===== src/rtl/spi_master_cfg.sv =====
`default_nettype none
// ============================================================================
//  Module   : spi_master_cfg
//  Brief    : Parametrised SPI master with configurable word width, SCLK
//             divider, CPOL/CPHA mode, bit order and one-hot chip selects.
//  Revision : 1.0  initial release
// ============================================================================
module spi_master_cfg #(
    parameter int DATA_W  = 8,
    parameter int CLK_DIV = 2,
    parameter int NUM_CS  = 4,
    parameter int CS_IW   = 2
) (
    input  logic              clk,
    input  logic              rst_n,
    input  logic              start,
    input  logic              cpol,
    input  logic              cpha,
    input  logic              lsb_first,
    input  logic [CS_IW-1:0]  cs_idx,
    input  logic [DATA_W-1:0] tx_data,
    output logic [DATA_W-1:0] rx_data,
    output logic              done,
    output logic              busy,
    output logic              sclk,
    output logic              mosi,
    input  logic              miso,
    output logic [NUM_CS-1:0] cs_n
);

    localparam int DIV_W  = (CLK_DIV > 1) ? $clog2(CLK_DIV) : 1;
    localparam int EDGE_W = $clog2(2 * DATA_W);
    localparam logic [DIV_W-1:0]  C_DIV_LAST  = DIV_W'(CLK_DIV - 1);
    localparam logic [EDGE_W-1:0] C_EDGE_LAST = EDGE_W'(2 * DATA_W - 1);

    typedef enum logic [1:0] {
        S_IDLE  = 2'd0,
        S_SETUP = 2'd1,
        S_XFER  = 2'd2,
        S_HOLD  = 2'd3
    } state_t;

    state_t              state_q, state_d;
    logic [DIV_W-1:0]    div_q, div_d;
    logic [EDGE_W-1:0]   edge_q, edge_d;
    logic                cpha_q, cpha_d;
    logic                lsb_q, lsb_d;
    logic [DATA_W-1:0]   tx_sh_q, tx_sh_d;
    logic [DATA_W-1:0]   rx_sh_q, rx_sh_d;
    logic [DATA_W-1:0]   rx_data_q, rx_data_d;
    logic                done_q, done_d;
    logic                busy_q, busy_d;
    logic                sclk_q, sclk_d;
    logic                mosi_q, mosi_d;
    logic [NUM_CS-1:0]   cs_n_q, cs_n_d;
    logic [NUM_CS-1:0]   cs_sel_n;
    logic                div_tick;

    function automatic logic head_bit(input logic [DATA_W-1:0] w, input logic lsb);
        return lsb ? w[0] : w[DATA_W-1];
    endfunction

    function automatic logic [DATA_W-1:0] shift_out(input logic [DATA_W-1:0] w, input logic lsb);
        return lsb ? (w >> 1) : (w << 1);
    endfunction

    // Out-of-range indices match no line, so the transfer runs deselected.
    always_comb begin
        cs_sel_n = '1;
        for (int i = 0; i < NUM_CS; i++) begin
            if (cs_idx == CS_IW'(i)) cs_sel_n[i] = 1'b0;
        end
    end

    assign div_tick = (div_q == C_DIV_LAST);

    always_comb begin
        state_d   = state_q;
        div_d     = div_q;
        edge_d    = edge_q;
        cpha_d    = cpha_q;
        lsb_d     = lsb_q;
        tx_sh_d   = tx_sh_q;
        rx_sh_d   = rx_sh_q;
        rx_data_d = rx_data_q;
        done_d    = 1'b0;
        busy_d    = busy_q;
        sclk_d    = sclk_q;
        mosi_d    = mosi_q;
        cs_n_d    = cs_n_q;

        case (state_q)
            S_IDLE: begin
                sclk_d = cpol;
                mosi_d = 1'b0;
                cs_n_d = '1;
                if (start) begin
                    state_d = S_SETUP;
                    busy_d  = 1'b1;
                    cs_n_d  = cs_sel_n;
                    cpha_d  = cpha;
                    lsb_d   = lsb_first;
                    div_d   = '0;
                    edge_d  = '0;
                    rx_sh_d = '0;
                    // Mode cpha=0 must present the first bit before the first edge.
                    if (!cpha) begin
                        mosi_d  = head_bit(tx_data, lsb_first);
                        tx_sh_d = shift_out(tx_data, lsb_first);
                    end else begin
                        tx_sh_d = tx_data;
                    end
                end
            end
            S_SETUP: begin
                div_d = div_q + DIV_W'(1);
                if (div_tick) begin
                    div_d   = '0;
                    state_d = S_XFER;
                end
            end
            S_XFER: begin
                div_d = div_q + DIV_W'(1);
                if (div_tick) begin
                    div_d  = '0;
                    sclk_d = ~sclk_q;
                    // Even edge index == leading edge (edge 1, 3, ...).
                    if (!edge_q[0]) begin
                        if (cpha_q) begin
                            mosi_d  = head_bit(tx_sh_q, lsb_q);
                            tx_sh_d = shift_out(tx_sh_q, lsb_q);
                        end else begin
                            rx_sh_d = lsb_q ? {miso, rx_sh_q[DATA_W-1:1]}
                                            : {rx_sh_q[DATA_W-2:0], miso};
                        end
                    end else begin
                        if (cpha_q) begin
                            rx_sh_d = lsb_q ? {miso, rx_sh_q[DATA_W-1:1]}
                                            : {rx_sh_q[DATA_W-2:0], miso};
                        end else if (edge_q != C_EDGE_LAST) begin
                            mosi_d  = head_bit(tx_sh_q, lsb_q);
                            tx_sh_d = shift_out(tx_sh_q, lsb_q);
                        end
                    end
                    if (edge_q == C_EDGE_LAST) begin
                        state_d = S_HOLD;
                    end else begin
                        edge_d = edge_q + EDGE_W'(1);
                    end
                end
            end
            S_HOLD: begin
                div_d = div_q + DIV_W'(1);
                if (div_tick) begin
                    div_d     = '0;
                    state_d   = S_IDLE;
                    busy_d    = 1'b0;
                    done_d    = 1'b1;
                    cs_n_d    = '1;
                    mosi_d    = 1'b0;
                    rx_data_d = rx_sh_q;
                end
            end
            default: begin
                state_d = S_IDLE;
                busy_d  = 1'b0;
                cs_n_d  = '1;
            end
        endcase
    end

    always_ff @(posedge clk or negedge rst_n) begin
        if (!rst_n) begin
            state_q   <= S_IDLE;
            div_q     <= '0;
            edge_q    <= '0;
            cpha_q    <= 1'b0;
            lsb_q     <= 1'b0;
            tx_sh_q   <= '0;
            rx_sh_q   <= '0;
            rx_data_q <= '0;
            done_q    <= 1'b0;
            busy_q    <= 1'b0;
            sclk_q    <= 1'b0;
            mosi_q    <= 1'b0;
            cs_n_q    <= '1;
        end else begin
            state_q   <= state_d;
            div_q     <= div_d;
            edge_q    <= edge_d;
            cpha_q    <= cpha_d;
            lsb_q     <= lsb_d;
            tx_sh_q   <= tx_sh_d;
            rx_sh_q   <= rx_sh_d;
            rx_data_q <= rx_data_d;
            done_q    <= done_d;
            busy_q    <= busy_d;
            sclk_q    <= sclk_d;
            mosi_q    <= mosi_d;
            cs_n_q    <= cs_n_d;
        end
    end

    assign rx_data = rx_data_q;
    assign done    = done_q;
    assign busy    = busy_q;
    assign sclk    = sclk_q;
    assign mosi    = mosi_q;
    assign cs_n    = cs_n_q;

endmodule
`default_nettype wire


===== config.mk =====
export PLATFORM = sky130hd
export DESIGN_NAME = spi_master_cfg
export DESIGN_NICKNAME = d
export VERILOG_FILES = /design/src/rtl/spi_master_cfg.sv
export SDC_FILE = /design/constraint.sdc
export NUM_CORES = 1
export LEC_CHECK = 0
export ABC_AREA = 1
export CORE_AREA = 5 5 72 74
export CTS_CLUSTER_SIZE = 14
export DETAILED_ROUTE_END_ITERATION = 8
export DIE_AREA = 0 0 77 79
export PLACE_DENSITY = 0.8
export SLEW_MARGIN = 5
export SYNTH_ARGS = -nofsm -noshare
export SYNTH_HDL_FRONTEND = slang
export SYNTH_SLANG_ARGS = --single-unit

===== constraint.sdc =====
create_clock -name clk -period 2.2 [get_ports clk]
set_clock_uncertainty 0.05 [all_clocks]
set_input_delay 0.55 -clock clk [delete_from_list [all_inputs] [get_ports clk]]
set_output_delay 0.55 -clock clk [all_outputs]
set_load 0.02 [all_outputs]

==> metrics.md, run 1 <==
| Metric | Value |
|---|---|
| Final-report max-slew violation count | `0` |
| Max frequency | `495 MHz` |
| DR vias | `roughly 2200` |
| Clock Sinks | `41` |
| Crit path capture type | `output port` |
| DRC violations left | `0` |
| Area after DPL | `2750 sq um` |
| First-pass GRT wire length | `8750 microns` |
| Port Buf Inserts | `32` |
| Critical Path RT | `between 1.5 and 2 ns` |
| Synth unique cells | `27` |
| Final Cell Area | `2870 sq um` |
| VDD IR-drop max | `0.527 mV` |
| Fin crit period | `2.02 ns` |
| Synthesized net count | `352` |
| Final Setup Violations | `0` |
| WL final | `4840 microns` |
| Die W | `around 77 microns` |
| Initial Util | `52.6%` |
| Synthesis Warnings | `0` |
| Worst slew pin tran | `0.519 ns` |
| Initial antenna violation count | `0` |
| Skew-Pair Late Insertion Delay | `between 0.2 and 0.3 ns` |
| Worst rel slew slack | `between 60% and 70%` |
| Htree depth | `2` |
| WL/cell | `11.5 microns` |
| Drt pass-1 iters | `4` |
| Sequential area share after synthesis | `43.2%` |
| Ports | `33` |
| Setup TNS | `0 ns` |
| TritonCTS clock tree | `built` |
| GRT overflow | `0` |
| CTS buffer count | `5` |
| Total GRT Usage | `17.4%` |
| RR Startpoint | `state_q[0]$_DFFE_PN0P_` |
| Reg clk slew, reported paths | `approximately 0.08 ns` |
| Number of global-route vias before repair | `~2000` |
| DR vias/cell | `between 5 and 6` |
| Crit path max-delay family | `buffers and inverters` |
| Row Count | `25` |
| Design Power | `0.00362 W` |
| Initial DRC Count | `125` |
| Post-CTS Setup Inserts | `0` |
| Crit Path Class | `flop to output port` |
| P_leak | `roughly 1.5 nW` |
| Critical path buffer and inverter count | `1` |
| #FFs+latches synth | `41` |
| Max-Cap Viols | `0` |
| Slowest Stage Delay on Critical Path | `0.59 ns` |
| CTS hold repair buffers | `0` |
| Worst setup SP type | `flop` |
| WP data arrival | `between 1 and 1.5 ns` |
| Die extent in y | `79 microns` |
| Largest net degree at the start of global routing | `42` |
| Post-CTS sizing | `0` |
| Root Buffer | `clkbuf_8` |
| Crit-path max FO | `2` |
| RSZ-0062 raised after global routing | `false` |
| Fin nets | `388` |
| Area of the core | `4540 sq um` |
| Mapped Cells | `approximately 330` |
| Routability cong. | `about 0.82` |
| N_diodes | `0` |
| Share of cells above drive strength 1 | `8.49%` |
| Final Hold Viols | `0` |
| Tcrit/Tclk final | `91.8%` |
| Launch point of the critical path | `cs_n[1]$_DFFE_PN1N_` |
| CP Cell Sequence | `clkdlybuf4s50_1` |
| Routed Antenna Nets | `0` |
| PwrDens | `1260 nW/um^2` |
| P&R area growth vs syn | `20.3%` |
| CP max-delay cell | `clkdlybuf4s50_1` |
| Syn_area_per_cell | `7.28 sq um` |
| Hold WC Path Type | `input pin to async pin` |
| Hpwl dp | `3600 microns` |
| Die ar. | `6080 sq um` |
| Status | `completed` |
| Util after Layout | `63.3%` |
| Clock tree buffer depth | `2` |
| Syn Std Cell Area | `2390 sq um` |
[flip-flops by register name, indices dropped and copies added, names as in the netlist]
name	flops
cpha_q	1
rx_data	8
rx_sh_q	8
busy	1
edge_q	4
div_q	1
tx_sh_q	8
done	1
sclk	1
lsb_q	1
cs_n	4
state_q	2
mosi	1
[cells in the mapped netlist, drive strengths merged]
library cell,number,area [sq um]
a32oi,4,35.0
inv,50,188
buf,5,36.3
nor3b,1,7.51
nand2,125,482
o21ai,20,108
nand4,1,6.26
nand3b,1,7.51
dfstp,4,105
clkinv,1,3.75
clkbuf,1,3.75
dfrtp,37,926
nand3,43,225
o22ai,8,50.1
a211oi,1,7.51
ha,7,87.6
nor2,18,104
a21oi,1,5.00
[placed cells by master (no fill, tap or decap), drive strengths merged, types with 4 or more instances in the layout]
cell           instances
inv                   50
clkdlybuf4s50         31
clkbuf                 6
a32oi                  4
o22ai                  8
dfstp                  4
dfrtp                 37
nand3                 43
o21ai                 20
ha                     7
buf                    4
nand2                125
nor2                  18
[power by group]
part	internal, W	leakage (nW)	switching, W	total (W)
sequential	0.00101	0.533	0.000186	0.00120
clock	0.000369	0.0574	0.000264	0.000633
combinational	0.000647	0.907	0.00115	0.00179
[routing by layer]
layer  up-vias  wire length (microns)  GRT usage [%]
met5         -                      0              0
met2        57                   2220           29.2
met4         0                     46           5.84
met3         5                    279           4.31
met1       991                   2290           22.1
li1       1111                      -              -
[per-stage QoR]
stage / hold slack [ns] / instances / worst slack (ns)
final: 0.250 / 419 / 0.180
after global routing: 0.296 / 419 / 0.124
after CTS: 0.267 / 419 / 0.163
after detailed placement: 0.400 / 411 / 0.149
after global placement: 0.406 / 411 / 0.225
after floorplan: 0.204 / 328 / 0.616
[logic make-up after synthesis]
family	synth area share, %
AND/OR/NAND/NOR	34.9
buffers and inverters	9.70
flip-flops	43.2
AO/OA/AOI/OAI	8.60
adder cells (fa/ha/maj)	3.67
[path summary, 6_finish.rpt]
check | end | slack, ns | cells after the start
min in group clk | cs_n[3]$_DFFE_PN1N_ | 0.41 | 2
worst min-delay path | done$_DFF_PN0_ | 0.25 | 2
worst max register to register | mosi$_DFFE_PN0P_ | 0.41 | 9
worst max-delay path | cs_n[1] | 0.18 | 1
worst min register to register | cs_n[3]$_DFFE_PN1N_ | 0.41 | 2
max in group asynchronous | cs_n[0]$_DFFE_PN1N_ | 1.49 | 2
[cell type report]
cell class,instances,area [sq um]
Sequential cell,41,1030
Tap cell,54,67.6
Multi-Input combinational cell,230,1120
Fill cell,414,1660
Timing Repair Buffer,35,338
Clock buffer,6,82.6
Clock inverter,2,37.5
Inverter,51,191
Note: power is estimated with default switching activity, not from simulation.
==> run 2: changes to the inputs <==
--- a/config.mk
+++ b/config.mk
@@ -15,3 +15,4 @@
 export SYNTH_ARGS = -nofsm -noshare
 export SYNTH_HDL_FRONTEND = slang
 export SYNTH_SLANG_ARGS = --single-unit
+export TNS_END_PERCENT = 30
==> results of run 2 <==
No change in the layout: final DEF, timing and power equal those of run 1.
==> run 3: changes to the inputs <==
--- a/config.mk
+++ b/config.mk
@@ -10,6 +10,7 @@
 export CTS_CLUSTER_SIZE = 14
 export DETAILED_ROUTE_END_ITERATION = 8
 export DIE_AREA = 0 0 77 79
+export GPL_TIMING_DRIVEN = 0
 export PLACE_DENSITY = 0.8
 export SLEW_MARGIN = 5
 export SYNTH_ARGS = -nofsm -noshare
==> metrics.md, run 3 (synthesized netlist as in run 1, its figures left out) <==
| Metric | Value |
|---|---|
| N_diodes | `0 (unchanged)` |
| Clock Sinks | `41 (unchanged)` |
| Total GRT Usage | `18.5% (was 17.4%)` |
| DRC violations left | `0 (unchanged)` |
| Row Count | `25 (unchanged)` |
| DR vias/cell | `5.24 (was 5.16)` |
| TritonCTS clock tree | `built (unchanged)` |
| Critical Path RT | `1.60 ns (about the same)` |
| Storage element area | `1030 sq um (unchanged)` |
| Drt pass-1 iters | `4 (unchanged)` |
| Largest net degree at the start of global routing | `31 (was 42)` |
| Met1 wire length | `2350 microns (was 2290 microns)` |
| P&R area growth vs syn | `20.1% (was 20.3%)` |
| Initial DRC Count | `155 (was 125)` |
| Commonest non-fill, non-tap cell in the layout | `nand2_1 (unchanged)` |
| VDD IR-drop max | `0.475 mV (was 0.527 mV)` |
| Final-report max-slew violation count | `0 (unchanged)` |
| P_leak | `1.50 nW (about the same)` |
| Final Setup Violations | `0 (unchanged)` |
| Die W | `77 microns (unchanged)` |
| Area after DPL | `2780 sq um (was 2750 sq um)` |
| Root Buffer | `clkbuf_8 (unchanged)` |
| Cell Int Power | `0.00190 W (was 0.00203 W)` |
| Ports | `33 (unchanged)` |
| Hpwl dp | `3860 microns (was 3600 microns)` |
| CTS hold repair buffers | `0 (unchanged)` |
| Post-CTS Setup Inserts | `0 (unchanged)` |
| Met2 Wirelength | `2480 microns (was 2220 microns)` |
| RSZ-0062 raised after global routing | `false (unchanged)` |
| First-pass GRT wire length | `9410 microns (was 8750 microns)` |
| WL/cell | `12.3 microns (was 11.5 microns)` |
| Switching share of total power | `46.4% (was 44.1%)` |
| CP max-delay cell | `clkdlybuf4s50_1 (unchanged)` |
| Final Hold Viols | `0 (unchanged)` |
| Worst slew pin tran | `0.566 ns (was 0.519 ns)` |
| # fillers | `411 (was 414)` |
| Wire length on met3 | `319 microns (was 279 microns)` |
| Fin nets | `391 (was 388)` |
| Final Cell Area | `2870 sq um (about the same)` |
| Die extent in y | `79 microns (unchanged)` |
| Routability cong. | `0.821 (was 0.824)` |
| Clock power frac | `13.9% (was 17.5%)` |
| Worst hold slack | `0.0867 ns (was 0.250 ns)` |
| Initial antenna violation count | `0 (unchanged)` |
| WL final | `5200 microns (was 4840 microns)` |
| Crit-path max FO | `2 (unchanged)` |
| Routed Antenna Nets | `0 (unchanged)` |
| Max frequency | `494 MHz (was 495 MHz)` |
| GRT overflow | `0 (unchanged)` |
| WP data arrival | `1.43 ns (was 1.42 ns)` |
| Reg clk slew, reported paths | `0.08 ns (about the same)` |
| Die ar. | `6080 sq um (unchanged)` |
| Psw | `0.00164 W (was 0.00160 W)` |
| Levels on crit path | `1 (unchanged)` |
| Crit Path Class | `flop to output port (unchanged)` |
| Clock tree buffer depth | `2 (unchanged)` |
| Fin crit period | `2.03 ns (was 2.02 ns)` |
| Most frequent cells in the layout | `nand2_1 (120), inv_1 (49), nand3_1 (41) (unchanged)` |
| Hold WC Path Type | `input pin to async pin (unchanged)` |
| PwrDens | `1230 nW/um^2 (was 1260 nW/um^2)` |
| DR vias | `2210 (was 2164)` |
| Crit path max-delay family | `buffers and inverters (unchanged)` |
| Share of cells above drive strength 1 | `9.24% (was 8.49%)` |
| Flop pwr share | `32.8% (was 33.0%)` |
| CP Cell Sequence | `clkdlybuf4s50_1 (unchanged)` |
| Critical path buffer and inverter count | `1 (unchanged)` |
| Multi-input logic area | `1120 sq um (unchanged)` |
| Uppermost layer routed | `met4 (unchanged)` |
| CTS buffer count | `5 (unchanged)` |
| Worst rel slew slack | `62.2% (was 65.0%)` |
| Worst setup SP type | `flop (unchanged)` |
| Port Buf Inserts | `31 (was 32)` |
| Number of global-route vias before repair | `2146 (was 2056)` |
| Initial Util | `52.6% (unchanged)` |
| Post-CTS sizing | `0 (unchanged)` |
| Status | `completed (unchanged)` |
| Slowest Stage Delay on Critical Path | `0.60 ns (was 0.59 ns)` |
| Area of the core | `4540 sq um (unchanged)` |
| Htree depth | `2 (unchanged)` |
| Max-Cap Viols | `0 (unchanged)` |
| Skew-Pair Late Insertion Delay | `0.30 ns (was 0.29 ns)` |
| Crit path capture type | `output port (unchanged)` |
| Combinational power share | `53.3% (was 49.5%)` |
| Tcrit/Tclk final | `92.1% (was 91.8%)` |
| Reg2reg path depth | `8 (was 9)` |
## run 3: per-stage QoR
stage	worst slack (ns)	std cells	total power, W	setup TNS [ns]	util (%)
after floorplan	0.616	328	0.00251	0	-
after global placement	-0.484	413	0.00299	-18.17	61.0
after detailed placement	0.124	414	0.00306	0	61.3
after CTS	0.163	422	0.00356	0	63.2
after global routing	0.128	422	0.00388	0	63.2
final	0.174	422	0.00354	0	63.2
## run 3: layout make-up
cell class                 instances  area share, %
sequential                        41           36.0
inverter                          51           6.68
tap                               54           2.36
buffer                             6           1.40
timing repair buffer              32           11.3
clock buffer                       5           2.40
multi-input combinational        230           39.2
clock inverter                     3          0.611
## run 3: path summary, 6_finish.rpt
kind                                        start                     end  slack (ns)
setup reg to reg           state_q[0]$_DFFE_PN0P_  tx_sh_q[7]$_DFFE_PN0P_        0.31
hold reg to reg               cs_n[3]$_DFFE_PN1N_     cs_n[3]$_DFFE_PN1N_        0.41
hold / removal                              rst_n  tx_sh_q[2]$_DFFE_PN0P_        0.09
max in group asynchronous                   rst_n     cs_n[1]$_DFFE_PN1N_        1.49
setup / recovery              cs_n[3]$_DFFE_PN1N_                 cs_n[3]        0.17
min in group clk              cs_n[3]$_DFFE_PN1N_     cs_n[3]$_DFFE_PN1N_        0.41
## run 3: power groups by stage
| stage | Combinational (W) | Clock, W | Sequential (W) |
|---|---|---|---|
| global placement | 0.00183 | 0 | 0.00116 |
| floorplan | 0.00127 | 0 | 0.00125 |
| finish | 0.00189 | 0.000492 | 0.00116 |
| global route | 0.00215 | 0.000532 | 0.00119 |
| CTS | 0.00189 | 0.000505 | 0.00116 |
| detailed placement | 0.00188 | 0 | 0.00117 |
## run 3: routing by layer
metal | global-route usage, % | up-vias
met3 | 4.20 | 6
met1 | 23.4 | 1035
met2 | 31.7 | 56
li1 | - | 1113
met5 | 0 | -
met4 | 5.15 | 0
